`src/rtl/systolic_pkg.sv`:
```
// Shared definitions for the systolic array edge blocks (feeder, PE, drain).
//   ELEM_W          : default element width used across the array blocks
//   feeder_state_e  : skew feeder control states
package systolic_pkg;

  localparam int unsigned ELEM_W = 8;

  typedef enum logic [1:0] {
    IDLE,
    LOAD,
    FLUSH
  } feeder_state_e;

endpackage

```
`src/rtl/systolic_skew_feeder_delay.sv`:
```
// skew_delay_line: valid+data shift register of depth_p stages for one lane.
// Data entering with valid_i=0 is zeroed so an idle slot always reads zero.
// Ports:
//   clk_i    in  1        clock, rising edge
//   reset_i  in  1        asynchronous, active-low clear of all stages
//   valid_i  in  1        element valid entering the line
//   data_i   in  width_p  element entering the line
//   valid_o  out 1        valid after depth_p cycles
//   data_o   out width_p  element after depth_p cycles
module skew_delay_line #(
  parameter int unsigned width_p = 8,
  parameter int unsigned depth_p = 1
) (
  input  logic               clk_i,
  input  logic               reset_i,
  input  logic               valid_i,
  input  logic [width_p-1:0] data_i,
  output logic               valid_o,
  output logic [width_p-1:0] data_o
);

  logic               vld_p  [depth_p];
  logic [width_p-1:0] data_p [depth_p];

  always_ff @(posedge clk_i or negedge reset_i) begin
    if (!reset_i) begin
      for (int i = 0; i < int'(depth_p); i++) begin
        vld_p[i]  <= 1'b0;
        data_p[i] <= '0;
      end
    end else begin
      // stage 0: capture, zeroing empty slots
      vld_p[0]  <= valid_i;
      data_p[0] <= valid_i ? data_i : '0;
      // stages 1..depth_p-1: plain shift
      for (int i = 1; i < int'(depth_p); i++) begin
        vld_p[i]  <= vld_p[i-1];
        data_p[i] <= data_p[i-1];
      end
    end
  end

  assign valid_o = vld_p[depth_p-1];
  assign data_o  = data_p[depth_p-1];

endmodule

```
`src/rtl/systolic_skew_feeder.sv`:
```
// systolic_skew_feeder: pops len_p vectors from an upstream fifo (valid/yumi)
// and drives one edge of a systolic array with diagonal skew: lane k shows a
// vector accepted in cycle t during cycle t+1+k. After the last accept the
// skew pipeline is flushed for lanes_p cycles and done_o pulses on the cycle
// the last lane shows its last element.
// Ports:
//   clk_i    in  1                clock, rising edge
//   reset_i  in  1                asynchronous, active-low reset
//   start_i  in  1                begin a tile (only taken in IDLE)
//   valid_i  in  1                fifo has a vector on data_i
//   data_i   in  lanes_p*width_p  vector, lane k at [k*width_p +: width_p]
//   yumi_o   out 1                pop the fifo this cycle
//   valid_o  out lanes_p          per-lane element valid into the array
//   data_o   out lanes_p*width_p  per-lane element, zero when not valid
//   busy_o   out 1                tile in progress
//   done_o   out 1                one-cycle pulse, tile fully delivered
module systolic_skew_feeder
  import systolic_pkg::*;
#(
  parameter int unsigned width_p = ELEM_W,
  parameter int unsigned lanes_p = 4,
  parameter int unsigned len_p   = 4
) (
  input  logic                       clk_i,
  input  logic                       reset_i,
  input  logic                       start_i,
  input  logic                       valid_i,
  input  logic [lanes_p*width_p-1:0] data_i,
  output logic                       yumi_o,
  output logic [lanes_p-1:0]         valid_o,
  output logic [lanes_p*width_p-1:0] data_o,
  output logic                       busy_o,
  output logic                       done_o
);

  localparam int unsigned VEC_W = $clog2(len_p + 1);
  localparam int unsigned FL_W  = $clog2(lanes_p + 1);
  localparam logic [VEC_W-1:0] LAST_VEC = VEC_W'(len_p - 1);
  localparam logic [FL_W-1:0]  LAST_FL  = FL_W'(lanes_p - 1);

  feeder_state_e    state;
  logic [VEC_W-1:0] vec_cnt;
  logic [FL_W-1:0]  flush_cnt;

  // Pop only while loading; a vector past len_p is never taken.
  assign yumi_o = (state == LOAD) && valid_i;
  assign busy_o = (state != IDLE);
  assign done_o = (state == FLUSH) && (flush_cnt == LAST_FL);

  always_ff @(posedge clk_i or negedge reset_i) begin
    if (!reset_i) begin
      state     <= IDLE;
      vec_cnt   <= '0;
      flush_cnt <= '0;
    end else begin
      case (state)
        IDLE: begin
          if (start_i) begin
            state   <= LOAD;
            vec_cnt <= '0;
          end
        end
        LOAD: begin
          if (valid_i) begin
            vec_cnt <= vec_cnt + VEC_W'(1);
            if (vec_cnt == LAST_VEC) begin
              state     <= FLUSH;
              flush_cnt <= '0;
            end
          end
        end
        FLUSH: begin
          if (flush_cnt == LAST_FL) state <= IDLE;
          else                      flush_cnt <= flush_cnt + FL_W'(1);
        end
        default: state <= IDLE;
      endcase
    end
  end

  // Lane k is a delay line of depth k+1 fed by the accepted vector slice.
  for (genvar k = 0; k < int'(lanes_p); k++) begin : g_lane
    skew_delay_line #(
      .width_p(width_p),
      .depth_p(k + 1)
    ) u_delay (
      .clk_i  (clk_i),
      .reset_i(reset_i),
      .valid_i(yumi_o),
      .data_i (data_i[k*width_p +: width_p]),
      .valid_o(valid_o[k]),
      .data_o (data_o[k*width_p +: width_p])
    );
  end

endmodule

```
`config.mk`:
```
export PLATFORM = sky130hd
export DESIGN_NAME = systolic_skew_feeder
export DESIGN_NICKNAME = d
export VERILOG_FILES = /design/src/rtl/systolic_pkg.sv /design/src/rtl/systolic_skew_feeder_delay.sv /design/src/rtl/systolic_skew_feeder.sv
export SDC_FILE = /design/constraint.sdc
export NUM_CORES = 1
export LEC_CHECK = 0
export CAP_MARGIN = 10
export CORE_UTILIZATION = 25
export DETAILED_ROUTE_END_ITERATION = 12
export GPL_TIMING_DRIVEN = 0
export PLACE_DENSITY = 0.53
export SETUP_SLACK_MARGIN = 0.02
export SYNTH_ARGS = -nofsm -noshare
export SYNTH_HDL_FRONTEND = slang
export SYNTH_HIERARCHICAL = 1
export SYNTH_SLANG_ARGS = --single-unit
```
`constraint.sdc`:
```
create_clock -name clk_i -period 2.2 [get_ports clk_i]
set_clock_uncertainty 0.05 [all_clocks]
set_input_delay 0.66 -clock clk_i [delete_from_list [all_inputs] [get_ports clk_i]]
set_output_delay 0.66 -clock clk_i [all_outputs]
set_load 0.01 [all_outputs]
```
==> PnR_summary.wiki <==
{| class="wikitable"
! Metric !! Value
|-
| Count of antenna diodes in the layout || 0
|-
| Die Ht || 114.2 µm
|-
| Routability-driven placement congestion ratio || 0.5736
|-
| Horizontal extent of the die || 114.2 µm
|-
| Area of the die || 13050 µm²
|-
| Final ANT Viol Nets || 0
|-
| Cell Count, Final, Fillers Out || 456
|-
| Placement Rows || 40
|-
| CTS tree || done
|-
| Slew of the pin with the lowest slew margin || 0.6670 ns
|-
| Clock latency reported for the late side of the worst-skew pair || 0.34 ns
|-
| Top_reg_cell synth || sky130_fd_sc_hd__dfrtp_1
|-
| Unrepaired setup endpoints after global routing || false
|-
| Number of synthesized flops with an enable pin || 0
|-
| Class of the most critical setup path || reg2out
|-
| Reg2reg setup slack || approximately 0.56 ns
|-
| Clock Tree Buf Depth || 2
|-
| Number of buffers inserted during clock tree synthesis || 9
|-
| Initial core utilization || around 26%
|-
| CTS clk-pin slew, worst paths || 0.06 ns
|-
| Gr ovfl total || 0
|-
| Endpoint of the worst-slack reg-to-reg timing path || flush_cnt[2]$_DFFE_PN0P_
|-
| Cell area after layout || 4473 µm²
|-
| Async set-reset flop share out of synthesis || 100.0%
|-
| Post-Syn Area || 3149 µm²
|-
| DRT Wirelength || 5252 µm
|-
| Root buffer cell || sky130_fd_sc_hd__clkbuf_16
|-
| Summed negative setup slack over all endpoints || 0 ns
|-
| Max-slew violation total from the final report || 0
|-
| Hold violation total from the final report || 0
|-
| Number of instances in the synthesized netlist || 194
|-
| Max_cap viols || 0
|-
| Post-synth top area cell || sky130_fd_sc_hd__dfrtp_1
|-
| Required time at the endpoint of the critical path || 1.49 ns
|-
| Buffers added on ports || 74
|-
| Number of global-route vias before repair || about 1800
|-
| Wire length per cell after detailed routing || 11.52 µm
|-
| Top cells by area, synth || sky130_fd_sc_hd__dfrtp_1 78%, sky130_fd_sc_hd__and2_1 6.4%, sky130_fd_sc_hd__buf_4 5.7%
|-
| Fraction of layout instances using a drive strength above 1 || 19.44%
|-
| Wire length of the first global-routing pass || a little under 9000 µm
|-
| Finished Core Util || 36.78%
|-
| Type of destination of the critical path || output pin
|-
| CTS H-Tree Depth || 3
|-
| Share of the clock period used by the worst path || 94.94%
|-
| Cell count of the worst reg-to-reg path || 5
|-
| CP max FO || 2
|-
| Cell total after placement || 437
|-
| Power density over the cells || approximately 1100 nW/µm²
|-
| Synth top area share || just under 80%
|-
| Min-delay worst type || in2async
|-
| Launching point of the worst reg2reg path || flush_cnt[1]$_DFFE_PN0P_
|-
| Total of endpoints with negative setup slack in the final report || 0
|-
| Relative slew margins || 55.53%
|-
| Initial antenna violation count || 1
|-
| Detailed Route Iter0 Violations || 37
|-
| Placed wire-length estimate after detailed placement || 3187 µm
|-
| Pre-Repair DR Iteration Count || 2
|-
| Std-Cell Core Area || 12160 µm²
|-
| Worst vdd rail ir drop || 0.0004449 V
|-
| Net count after synthesis || 234
|-
| Cell leakage power || 2.073 nW
|-
| Synth-to-layout area growth || 42.03%
|-
| Final critical delay including setup and external delays || 2.089 ns
|-
| Maximum number of pins on one net before global-route repair || 66
|-
| Mean instance size in the synthesized netlist || 16.23 µm²
|-
| Synth Warn # || 6
|-
| Arrival time of data at the critical path endpoint || 1.38 ns
|-
| Element type at the critical path start || register
|-
| Number of nets in the layout || 324
|-
| Sequential element share of the synthesized area || 77.87%
|-
| Count of vias placed by the detailed router || roughly 1700
|-
| Number of distinct standard cells referenced by the synthesized netlist || 25
|-
| WHS || 0.2117 ns
|-
| Achievable Freq || 478.8 MHz
|-
| DRC viols || 0
|-
| Total clock sinks || between 90 and 100
|-
| GRT Overall Usage || 9.373%
|-
| Count of pins on the block boundary || between 70 and 80
|-
| Detailed-route vias per instance || 3.739
|-
| Post-placement cell area || 4125 µm²
|-
| FF+latch count, synth || 98
|-
| Result of the run || finished, final reports clean
|}
-- flip-flops by register name, indices dropped and copies added, names as in the netlist --
name and cells:
g_lane.u_delay/data_p 48, g_lane.u_delay/data_o 32, vec_cnt 3, state 2, flush_cnt 3, g_lane.u_delay/valid_o 4, g_lane.u_delay/vld_p 6
-- power by group --
group,total (W),switching (W),internal [W]
registers,0.00229,0.000124,0.00216
clock network,0.00156,0.000651,0.000913
logic,0.000923,0.000373,0.000549
total,0.00477,0.00115,0.00363
-- layout by cell type, fill, tap and decap left out, types with 2 or more instances in the layout --
cell                              count
sky130_fd_sc_hd__dfrtp_1             97
sky130_fd_sc_hd__clkdlybuf4s50_1     69
sky130_fd_sc_hd__and2_1              32
sky130_fd_sc_hd__buf_4               30
sky130_fd_sc_hd__clkbuf_16            9
sky130_fd_sc_hd__o211ai_1             6
sky130_fd_sc_hd__inv_1                5
sky130_fd_sc_hd__and3b_1              2
sky130_fd_sc_hd__nand3b_1             2
sky130_fd_sc_hd__nand4bb_1            2
sky130_fd_sc_hd__o311ai_1             2
sky130_fd_sc_hd__or4b_1               2
sky130_fd_sc_hd__nor2_1               2
sky130_fd_sc_hd__ha_1                 2
sky130_fd_sc_hd__inv_6                2
-- through the flow --
stage	power (W)	setup WS (ns)
finish	0.004775	0.1113
global route	0.005068	0.06271
CTS	0.004882	0.007069
detailed placement	0.003216	-1.524
global placement	0.003182	-3.164
floorplan	0.002734	0.2091
-- synth_stat cells (2+ instances only) --
| library cell | instances |
|---|---|
| sky130_fd_sc_hd__or4b_1 | 2 |
| sky130_fd_sc_hd__nand4bb_1 | 2 |
| sky130_fd_sc_hd__o311ai_1 | 2 |
| sky130_fd_sc_hd__o211ai_1 | 6 |
| sky130_fd_sc_hd__and3b_1 | 2 |
| sky130_fd_sc_hd__inv_1 | 5 |
| sky130_fd_sc_hd__nand3b_1 | 2 |
| sky130_fd_sc_hd__dfrtp_1 | 98 |
| sky130_fd_sc_hd__nor2_1 | 2 |
| sky130_fd_sc_hd__and2_1 | 32 |
| sky130_fd_sc_hd__buf_4 | 24 |
| sky130_fd_sc_hd__ha_1 | 4 |
-- logic make-up after synthesis --
kind of cell | after synthesis | share of synthesized area [%]
adder cells (fa/ha/maj) | 4 | 1.589
buffers and inverters | 32 | 6.952
flip-flops | 98 | 77.87
AO/OA/AOI/OAI | 11 | 2.861
multiplexers | 1 | 0.3575
AND/OR/NAND/NOR | 48 | 10.37
-- cell type report --
class,count,area [µm²]
fillers,1188,7689
flip-flops and latches,98,2454
repair buffers,80,793.3
multi-input cells,65,505.5
clock buffers,10,239.0
well taps,168,210.2
plain buffers,25,191.4
clock inverters,5,61.31
inverters,5,18.77
-- repair_timing --
action | in CTS | in global routing
gates resized for setup | 17 | 1
cloned | 1 | 0
hold buffers | 0 | 0
buffers inserted | 5 | 0
endpoints found under the setup margin | 39 | 2
pin swaps | 2 | 0
-- critical path, stage by stage (launching register included) --
cell                      delay [ns]
sky130_fd_sc_hd__dfrtp_1        0.39
sky130_fd_sc_hd__ha_2           0.21
sky130_fd_sc_hd__ha_4           0.16
sky130_fd_sc_hd__and3b_1        0.15
sky130_fd_sc_hd__buf_2          0.13
-- how the worst max path moves through the flow --
stage,from,endpoint,slack (ns),depth (start not counted)
floorplan,state[0]$_DFFE_PN0P_,yumi_o,0.21,3
global placement,reset_i,g_lane[2].u_delay/vld_p[2]$_DFF_PN0_,-3.16,1
detailed placement,valid_i,yumi_o,-1.52,3
CTS,state[1]$_DFFE_PN0P_,yumi_o,0.007,3
global route,flush_cnt[1]$_DFFE_PN0P_,done_o,0.06,4
finish,flush_cnt[1]$_DFFE_PN0P_,done_o,0.11,4
-- routing by layer --
layer / global-route usage [%] / vias to the layer above / part of all wire (%)
met1: 10.65 / 855 / 42
met5: 0 / - / 0.25
met4: 4.675 / 2 / 1.7
met2: 14.06 / 50 / 47
li1: - / 788 / -
met3: 5.400 / 10 / 8.2
Power figures use the tool's default switching activity.
